===== config.mk =====
export PLATFORM = sky130hd
export DESIGN_NAME = muntjac_fpu_int_to_float_flat
export DESIGN_NICKNAME = d
export VERILOG_FILES = /design/src/rtl/muntjac_fpu_int_to_float_pkg.sv /design/src/rtl/muntjac_fpu_int_to_float_if.sv /design/src/rtl/muntjac_fpu_int_to_float.sv /design/src/flat_wrapper.sv
export SDC_FILE = /design/constraint.sdc
export NUM_CORES = 1
export LEC_CHECK = 0
export CAP_MARGIN = 20
export CELL_PAD_IN_SITES_DETAIL_PLACEMENT = 1
export CELL_PAD_IN_SITES_GLOBAL_PLACEMENT = 2
export CORE_MARGIN = 2
export CORE_UTILIZATION = 36
export CTS_CLUSTER_DIAMETER = 40
export DETAILED_ROUTE_END_ITERATION = 8
export HOLD_SLACK_MARGIN = 0.05
export PLACE_DENSITY = 0.92
export SYNTH_ARGS = -nofsm -noshare
export SYNTH_HDL_FRONTEND = slang
export SYNTH_SLANG_ARGS = --single-unit

===== constraint.sdc =====
create_clock -name clk_i -period 5.5 [get_ports clk_i]
set_input_delay 1.1 -clock clk_i [delete_from_list [all_inputs] [get_ports clk_i]]
set_output_delay 1.1 -clock clk_i [all_outputs]
set_load 0.03 [all_outputs]

===== src/rtl/muntjac_fpu_int_to_float_pkg.sv =====
// Shared types for the integer-to-float converter: rounding modes and IEEE
// exception flags, encoded as in the RISC-V fcsr (frm / fflags).
package muntjac_fpu_int_to_float_pkg;

  typedef enum logic [2:0] {
    RNE = 3'b000,
    RTZ = 3'b001,
    RDN = 3'b010,
    RUP = 3'b011,
    RMM = 3'b100
  } rounding_mode_e;

  typedef struct packed {
    logic invalid_operation;
    logic divide_by_zero;
    logic overflow;
    logic underflow;
    logic inexact;
  } exception_flags_t;

endpackage


===== src/rtl/muntjac_fpu_int_to_float_if.sv =====
// Handshake bundle for the integer-to-float converter.
//   slave  : converter side (accepts operands, drives results)
//   master : client side (drives operands, consumes results)
// Signals: flush_i, in_valid_i/in_ready_o, int_i, signed_i, rounding_mode_i,
//          out_valid_o/out_ready_i, result_o, exception_o.
interface muntjac_fpu_int_to_float_if #(
  parameter int unsigned IntWidth = 64,
  parameter int unsigned ExpWidth = 11,
  parameter int unsigned SigWidth = 52
);

  logic                                             flush_i;
  logic                                             in_valid_i;
  logic                                             in_ready_o;
  logic [IntWidth-1:0]                              int_i;
  logic                                             signed_i;
  muntjac_fpu_int_to_float_pkg::rounding_mode_e     rounding_mode_i;
  logic                                             out_valid_o;
  logic                                             out_ready_i;
  logic [ExpWidth+SigWidth:0]                       result_o;
  muntjac_fpu_int_to_float_pkg::exception_flags_t   exception_o;

  modport slave (
    input  flush_i, in_valid_i, int_i, signed_i, rounding_mode_i, out_ready_i,
    output in_ready_o, out_valid_o, result_o, exception_o
  );

  modport master (
    output flush_i, in_valid_i, int_i, signed_i, rounding_mode_i, out_ready_i,
    input  in_ready_o, out_valid_o, result_o, exception_o
  );

endinterface


===== src/rtl/muntjac_fpu_int_to_float.sv =====
// Three-stage pipelined integer-to-float converter (FCVT.{S,D}.{W,WU,L,LU}).
//   clk_i, rst_ni : clock, asynchronous active-low reset
//   bus (slave)   : operand in (valid/ready), result out (valid/ready), flush
// Stage 1: sign / magnitude / leading-zero count.
// Stage 2: normalise, extract fraction, guard and sticky.
// Stage 3: round and pack; result_o / exception_o are the stage-3 registers.
module muntjac_fpu_int_to_float
  import muntjac_fpu_int_to_float_pkg::*;
#(
  parameter int unsigned IntWidth = 64,
  parameter int unsigned ExpWidth = 11,
  parameter int unsigned SigWidth = 52
) (
  input  logic                             clk_i,
  input  logic                             rst_ni,
  muntjac_fpu_int_to_float_if.slave        bus
);

  localparam int unsigned LzWidth  = $clog2(IntWidth) + 1;
  localparam int unsigned ResWidth = 1 + ExpWidth + SigWidth;
  // Bits below the hidden one, padded so fraction, guard and sticky always exist.
  localparam int unsigned ExtWidth = (IntWidth - 1) + SigWidth + 2;
  localparam int unsigned Bias     = (2 ** (ExpWidth - 1)) - 1;
  localparam int unsigned ExpTop   = Bias + IntWidth - 1;

  // Handshake: each stage loads when empty or when it drains in the same cycle.
  logic s1_valid, s2_valid, s3_valid;
  logic s1_ready, s2_ready, s3_ready;
  logic in_fire, s1_fire, s2_fire;

  assign s3_ready = !s3_valid || bus.out_ready_i;
  assign s2_ready = !s2_valid || s3_ready;
  assign s1_ready = !s1_valid || s2_ready;

  assign in_fire = bus.in_valid_i && s1_ready;
  assign s1_fire = s1_valid && s2_ready;
  assign s2_fire = s2_valid && s3_ready;

  assign bus.in_ready_o  = s1_ready;
  assign bus.out_valid_o = s3_valid;

  // Valid bits; flush wins over any transfer in the same cycle.
  always_ff @(posedge clk_i or negedge rst_ni) begin
    if (!rst_ni) begin
      s1_valid <= 1'b0;
      s2_valid <= 1'b0;
      s3_valid <= 1'b0;
    end else if (bus.flush_i) begin
      s1_valid <= 1'b0;
      s2_valid <= 1'b0;
      s3_valid <= 1'b0;
    end else begin
      if (s1_ready) s1_valid <= bus.in_valid_i;
      if (s2_ready) s2_valid <= s1_valid;
      if (s3_ready) s3_valid <= s2_valid;
    end
  end

  // Stage 1: magnitude and leading-zero count (IntWidth when zero).
  logic                in_sign;
  logic [IntWidth-1:0] in_mag;
  logic [LzWidth-1:0]  in_lz;

  always_comb begin
    in_sign = bus.signed_i && bus.int_i[IntWidth-1];
    // Negating the most negative value yields 2^(IntWidth-1), the correct magnitude.
    in_mag  = in_sign ? (~bus.int_i + IntWidth'(1)) : bus.int_i;
    in_lz   = LzWidth'(IntWidth);
    for (int unsigned i = 0; i < IntWidth; i++) begin
      if (in_mag[i]) in_lz = LzWidth'(IntWidth - 1 - i);
    end
  end

  logic                s1_sign;
  logic [IntWidth-1:0] s1_mag;
  logic [LzWidth-1:0]  s1_lz;
  logic                s1_zero;
  rounding_mode_e      s1_rm;

  always_ff @(posedge clk_i or negedge rst_ni) begin
    if (!rst_ni) begin
      s1_sign <= 1'b0;
      s1_mag  <= '0;
      s1_lz   <= '0;
      s1_zero <= 1'b0;
      s1_rm   <= RNE;
    end else if (in_fire) begin
      s1_sign <= in_sign;
      s1_mag  <= in_mag;
      s1_lz   <= in_lz;
      s1_zero <= (in_mag == '0);
      s1_rm   <= bus.rounding_mode_i;
    end
  end

  // Stage 2: normalise so the hidden bit lands in the MSB, then split the rest.
  logic [IntWidth-1:0] s1_norm;
  logic [ExtWidth-1:0] s1_ext;
  logic [ExpWidth-1:0] s1_exp;
  logic [SigWidth-1:0] s1_frac;
  logic                s1_guard;
  logic                s1_sticky;
  logic                unused_hidden;

  always_comb begin
    s1_norm   = s1_mag << s1_lz;
    s1_ext    = {s1_norm[IntWidth-2:0], {(SigWidth + 2){1'b0}}};
    s1_exp    = ExpWidth'(ExpTop) - ExpWidth'(s1_lz);
    s1_frac   = s1_ext[ExtWidth-1 -: SigWidth];
    s1_guard  = s1_ext[ExtWidth-1-SigWidth];
    s1_sticky = |s1_ext[ExtWidth-2-SigWidth:0];
  end

  // The hidden bit is implied by the exponent and never stored.
  assign unused_hidden = s1_norm[IntWidth-1];

  logic                s2_sign;
  logic [ExpWidth-1:0] s2_exp;
  logic [SigWidth-1:0] s2_frac;
  logic                s2_guard;
  logic                s2_sticky;
  logic                s2_zero;
  rounding_mode_e      s2_rm;

  always_ff @(posedge clk_i or negedge rst_ni) begin
    if (!rst_ni) begin
      s2_sign   <= 1'b0;
      s2_exp    <= '0;
      s2_frac   <= '0;
      s2_guard  <= 1'b0;
      s2_sticky <= 1'b0;
      s2_zero   <= 1'b0;
      s2_rm     <= RNE;
    end else if (s1_fire) begin
      s2_sign   <= s1_sign;
      s2_exp    <= s1_exp;
      s2_frac   <= s1_frac;
      s2_guard  <= s1_guard;
      s2_sticky <= s1_sticky;
      s2_zero   <= s1_zero;
      s2_rm     <= s1_rm;
    end
  end

  // Stage 3: rounding increment; a fraction carry-out bumps the exponent.
  logic                round_up;
  logic                inexact;
  logic                frac_carry;
  logic [SigWidth-1:0] frac_rnd;
  logic [ExpWidth-1:0] exp_rnd;
  logic [ResWidth-1:0] result_d;
  exception_flags_t    flags_d;

  always_comb begin
    inexact = s2_guard || s2_sticky;
    unique case (s2_rm)
      RNE:     round_up = s2_guard && (s2_sticky || s2_frac[0]);
      RTZ:     round_up = 1'b0;
      RDN:     round_up = s2_sign && inexact;
      RUP:     round_up = !s2_sign && inexact;
      RMM:     round_up = s2_guard;
      default: round_up = 1'b0;
    endcase
    {frac_carry, frac_rnd} = {1'b0, s2_frac} + (SigWidth + 1)'(round_up);
    exp_rnd  = s2_exp + ExpWidth'(frac_carry);
    result_d = s2_zero ? '0 : {s2_sign, exp_rnd, frac_rnd};
    flags_d         = '0;
    flags_d.inexact = !s2_zero && inexact;
  end

  logic [ResWidth-1:0] result_q;
  exception_flags_t    flags_q;

  // Only loads when stage 3 can accept, so outputs hold steady under a stall.
  always_ff @(posedge clk_i or negedge rst_ni) begin
    if (!rst_ni) begin
      result_q <= '0;
      flags_q  <= '0;
    end else if (s2_fire) begin
      result_q <= result_d;
      flags_q  <= flags_d;
    end
  end

  assign bus.result_o    = result_q;
  assign bus.exception_o = flags_q;

endmodule


===== src/flat_wrapper.sv =====
// flat-port wrapper written by rule: the top's interface ports become plain ports
module muntjac_fpu_int_to_float_flat import muntjac_fpu_int_to_float_pkg::*;
#(
  parameter int unsigned IntWidth = 64,
  parameter int unsigned ExpWidth = 11,
  parameter int unsigned SigWidth = 52
)
  (clk_i, rst_ni, bus_flush_i, bus_in_valid_i, bus_int_i, bus_signed_i, bus_rounding_mode_i, bus_out_ready_i, bus_in_ready_o, bus_out_valid_o, bus_result_o, bus_exception_o);
  muntjac_fpu_int_to_float_if #(.IntWidth(IntWidth), .ExpWidth(ExpWidth), .SigWidth(SigWidth)) bus_i ();
  input  logic clk_i;
  input  logic rst_ni;
  input wire logic [$bits(bus_i.flush_i)-1:0] bus_flush_i;
  input wire logic [$bits(bus_i.in_valid_i)-1:0] bus_in_valid_i;
  input wire logic [$bits(bus_i.int_i)-1:0] bus_int_i;
  input wire logic [$bits(bus_i.signed_i)-1:0] bus_signed_i;
  input wire logic [$bits(bus_i.rounding_mode_i)-1:0] bus_rounding_mode_i;
  input wire logic [$bits(bus_i.out_ready_i)-1:0] bus_out_ready_i;
  output wire logic [$bits(bus_i.in_ready_o)-1:0] bus_in_ready_o;
  output wire logic [$bits(bus_i.out_valid_o)-1:0] bus_out_valid_o;
  output wire logic [$bits(bus_i.result_o)-1:0] bus_result_o;
  output wire logic [$bits(bus_i.exception_o)-1:0] bus_exception_o;
  assign bus_i.flush_i = bus_flush_i;
  assign bus_i.in_valid_i = bus_in_valid_i;
  assign bus_i.int_i = bus_int_i;
  assign bus_i.signed_i = bus_signed_i;
  assign bus_i.rounding_mode_i = bus_rounding_mode_i;
  assign bus_i.out_ready_i = bus_out_ready_i;
  assign bus_in_ready_o = bus_i.in_ready_o;
  assign bus_out_valid_o = bus_i.out_valid_o;
  assign bus_result_o = bus_i.result_o;
  assign bus_exception_o = bus_i.exception_o;
  muntjac_fpu_int_to_float #(.IntWidth(IntWidth), .ExpWidth(ExpWidth), .SigWidth(SigWidth)) u_core (.clk_i(clk_i), .rst_ni(rst_ni), .bus(bus_i));
endmodule

==> out/metrics.yaml <==
timing:
  tightest_slew_ps: 1050
  rsz0062_at_grt: "no"
  setup-violations-final: 0
  finalCriticalPeriod_ps: 4749
  timing.final.crit_share: 0.8634
  max_freq_ghz: 0.2106
  fin_ws_ps: 751.3
  finClkSkew_ps: 14.39
  relSlewSlack: 0.3001
  report.final.hold_viol_count: 0
  drv_slew: 0
  finalSetupTns_ps: 0
finish:
  fin_nets: 2087
  drive_above_1_share: 0.1107
  fin_cells: 2624
  area_growth_pct: 18.19
  stdcell_area_mm2: 0.01917
  diodes: 0
setup_path:
  max_stage_delay_ps: 390
  cp_common_cell: "ha_1"
  cp_cell_sequence: "nor2_1 -> nor2_1 -> nand2_1 -> a21o_1 -> a21oi_1 -> ha_1 -> ha_1 -> and3_1 -> nand4_1 -> or2_2 -> nor3_1 -> buf_4 -> and2_1 -> nand2_1 -> nor3_1 -> ha_1 -> ha_1 -> nand3_1 -> nor2_1 -> nand3_1 -> xor2_1 -> o21ai_0"
  crit_path_start_kind: "flip-flop"
  crit_start: "u_core.s2_guard"
  cp_max_fo: 8
  path_buf_inv: 1
  crit_end: "u_core.bus.result_o[62]"
  r2r_cells: 22
  crit_slowest_cell: "dfrtp_1"
  cp-end-kind: "flip-flop"
  crit_required_ps: 5970
  cp.arrival_ps: 5220
  worstSetupPathType: "flip-flop to flip-flop"
  path_delay_family: "simple AND/OR/NAND/NOR gates"
  r2r-start: "u_core.s2_guard"
  cp.depth: 22
  rr_endpoint: "u_core.bus.result_o[62]"
  rrSetupSlack_ps: 750
flow_run:
  maxCapViolations: 0
placed_design:
  portBuffers: 139
  place_inst: 2565
  placed_area_mm2: 0.01807
  place_hpwl_mm: 41.70
  dp_slack_ps: 357.9
  gp_congestion: 0.9328
clocking:
  clkSinkCount: 213
  clk_path_buf_depth: 3
  htreeDepth: 1
  cts_hold_buf: 0
  cts_resized: 0
  cts_buffers: 31
  cts_tree: "built"
  clk_pin_slew_ps: 60
  cts-root-buf: "clkbuf_16"
  insertion_delay_ps: 560
  cts_setup_buffers: 0
worst_hold_path:
  hp-class: "flip-flop to flip-flop"
power:
  seqPwrFrac: 0.344
  power.density_mw_per_mm2: 337.5
  switchingPower_mw: 2.410
  p_int_mw: 4.060
  ir_drop_v: 0.0002227
  power.share.combinational: 0.339
  p_clk_frac: 0.317
  p_leak_nw: 7.473
  sw_frac_of_total: 0.3725
synth:
  syn_area_per_cell_um2: 8.309
  dominantRegCellSynth: "dfrtp_1"
  yosysTopAreaCell: "dfrtp_1"
  ys_seq_area_frac: 0.3286
  yosysWarningCount: 0
  synthTopCellsByArea: "dfrtp_1, nand2_1, o21ai_0, mux4_2, mux2i_1"
  netlist_instances: 1952
  yosys-top-cells-count: "nand2_1, o21ai_0, dfrtp_1"
  synth.ff_latch_count: 213
  synth_cell_types: 89
  synthArstFlopShare: 1.000
  synth_most_common_cell: "nand2_1"
  synth_area_mm2: 0.01622
  synth_top_area_frac: 0.3286
  synth_edf_count: 0
route:
  drt_iter0_drc: 894
  wire_per_inst_um: 20.60
  route.vias.total: 15030
  drtPass1Iterations: 4
  met3_length_mm: 1.867
  via_per_inst: 5.729
  postRouteAntennaNets: 0
  top_layer: "met4"
  drc: 0
  finalWirelength_mm: 54.05
  wl_met1_mm: 24.74
  dr_wl_met2_mm: 26.22
floorplan:
  dieArea_mm2: 0.04677
  die_w_um: 216.3
  core_mm2: 0.04432
  start_util: 0.3660
  ios: 144
  rows: 77
  fp.dieH_um: 216.3
run_status:
  outcome: "completed"
grt:
  grt_pass1_vias: 15510
  grt_usage: 0.2287
  antenna_found_initial: 0
  grt_max_degree: 136
  grt_overflow: 0
  grt_pass1_wl_mm: 87.35
-- final cells by class --
class / instances / area, um^2
clock buffers: 38 / 852.1
clock inverters: 20 / 236.5
fillers: 5243 / 25150
inverters: 24 / 90.09
multi-input cells: 1553 / 10160
flip-flops and latches: 213 / 5338
well taps: 592 / 740.7
repair buffers: 184 / 1752
-- flip-flops by register name, indices dropped and copies added (netlist names), 3 cells and up --
register,flops
u_core.s2_frac,52
u_core.bus.result_o,64
u_core.s1_rm,3
u_core.s1_mag,63
u_core.s2_rm,3
u_core.s2_exp,11
u_core.s1_lz,7
-- power by group through the flow --
stage,logic (mW),registers [mW],clock network (mW)
2_1_floorplan,1.18,2.37,0
3_3_place_gp,2.15,2.22,0
3_5_place_dp,2.19,2.25,0
4_1_cts,2.20,2.23,2.10
5_1_grt,2.38,2.29,2.16
6_report,2.19,2.23,2.05
-- cells in the final DEF, fill, tap and decap left out, drive strengths merged, types with 14 or more instances in the layout --
master | netlist | final
inv | 23 | 33
and3 | 20 | 20
nand2b | 14 | 14
o22ai | 17 | 17
clkdlybuf4s50 | 0 | 138
nand3 | 50 | 50
dfrtp | 213 | 213
xor2 | 61 | 61
o31ai | 29 | 29
buf | 47 | 44
xnor2 | 69 | 69
a31oi | 31 | 31
clkbuf | 118 | 40
nor3 | 34 | 34
nor2 | 98 | 98
nand4 | 28 | 28
a22o | 35 | 35
nand2 | 416 | 416
mux4 | 49 | 49
mux2i | 61 | 61
mux2 | 30 | 30
a21oi | 61 | 61
nor4 | 23 | 23
o21ai | 232 | 232
a211oi | 18 | 18
-- metrics by stage --
step / hold slack (ps) / util / power, mW
finish: 467.8 / 0.4326 / 6.470
global route: 499.3 / 0.4326 / 6.829
CTS: 478.6 / 0.4322 / 6.533
detailed placement: 469.1 / 0.4077 / 4.445
global placement: 459.9 / 0.4077 / 4.371
floorplan: 433.1 / - / 3.551
-- kinds of logic (layout without fill, tap and decap cells) --
kind of cell,count (synthesis),in the layout,share of synthesized area
AO/OA/AOI/OAI,509,509,0.1980
AND/OR/NAND/NOR,763,763,0.2235
XOR/XNOR,130,130,0.07113
multiplexers,140,140,0.1265
flip-flops,213,213,0.3286
buffers and inverters,189,266,0.04659
other,1,4,0.0002312
adder cells (fa/ha/maj),7,7,0.005400
-- worst min-delay path, delay by kind of cell, from the launching register on --
kind | cells | cell delay (ps)
flip-flops | 1 | 340
AND/OR/NAND/NOR | 2 | 100
-- how the worst min path moves through the flow --
stage               slack, ps              end  depth (start not counted)            start
detailed placement        470  u_core.s2_rm[0]                          2  u_core.s1_rm[0]
CTS                       480  u_core.s2_rm[0]                          2  u_core.s1_rm[0]
global placement          460  u_core.s2_rm[2]                          2  u_core.s1_rm[2]
global route              500  u_core.s2_rm[1]                          2  u_core.s1_rm[1]
finish                    470  u_core.s2_rm[0]                          2  u_core.s1_rm[0]
floorplan                 430  u_core.s2_rm[0]                          2  u_core.s1_rm[0]
-- layer usage --
layer,vias up,global-route usage
met5,-,0
met4,0,0.05776
met3,62,0.01937
met2,308,0.3965
met1,7486,0.3082
li1,7177,-
No activity file was read; power rests on OpenSTA's default activity.
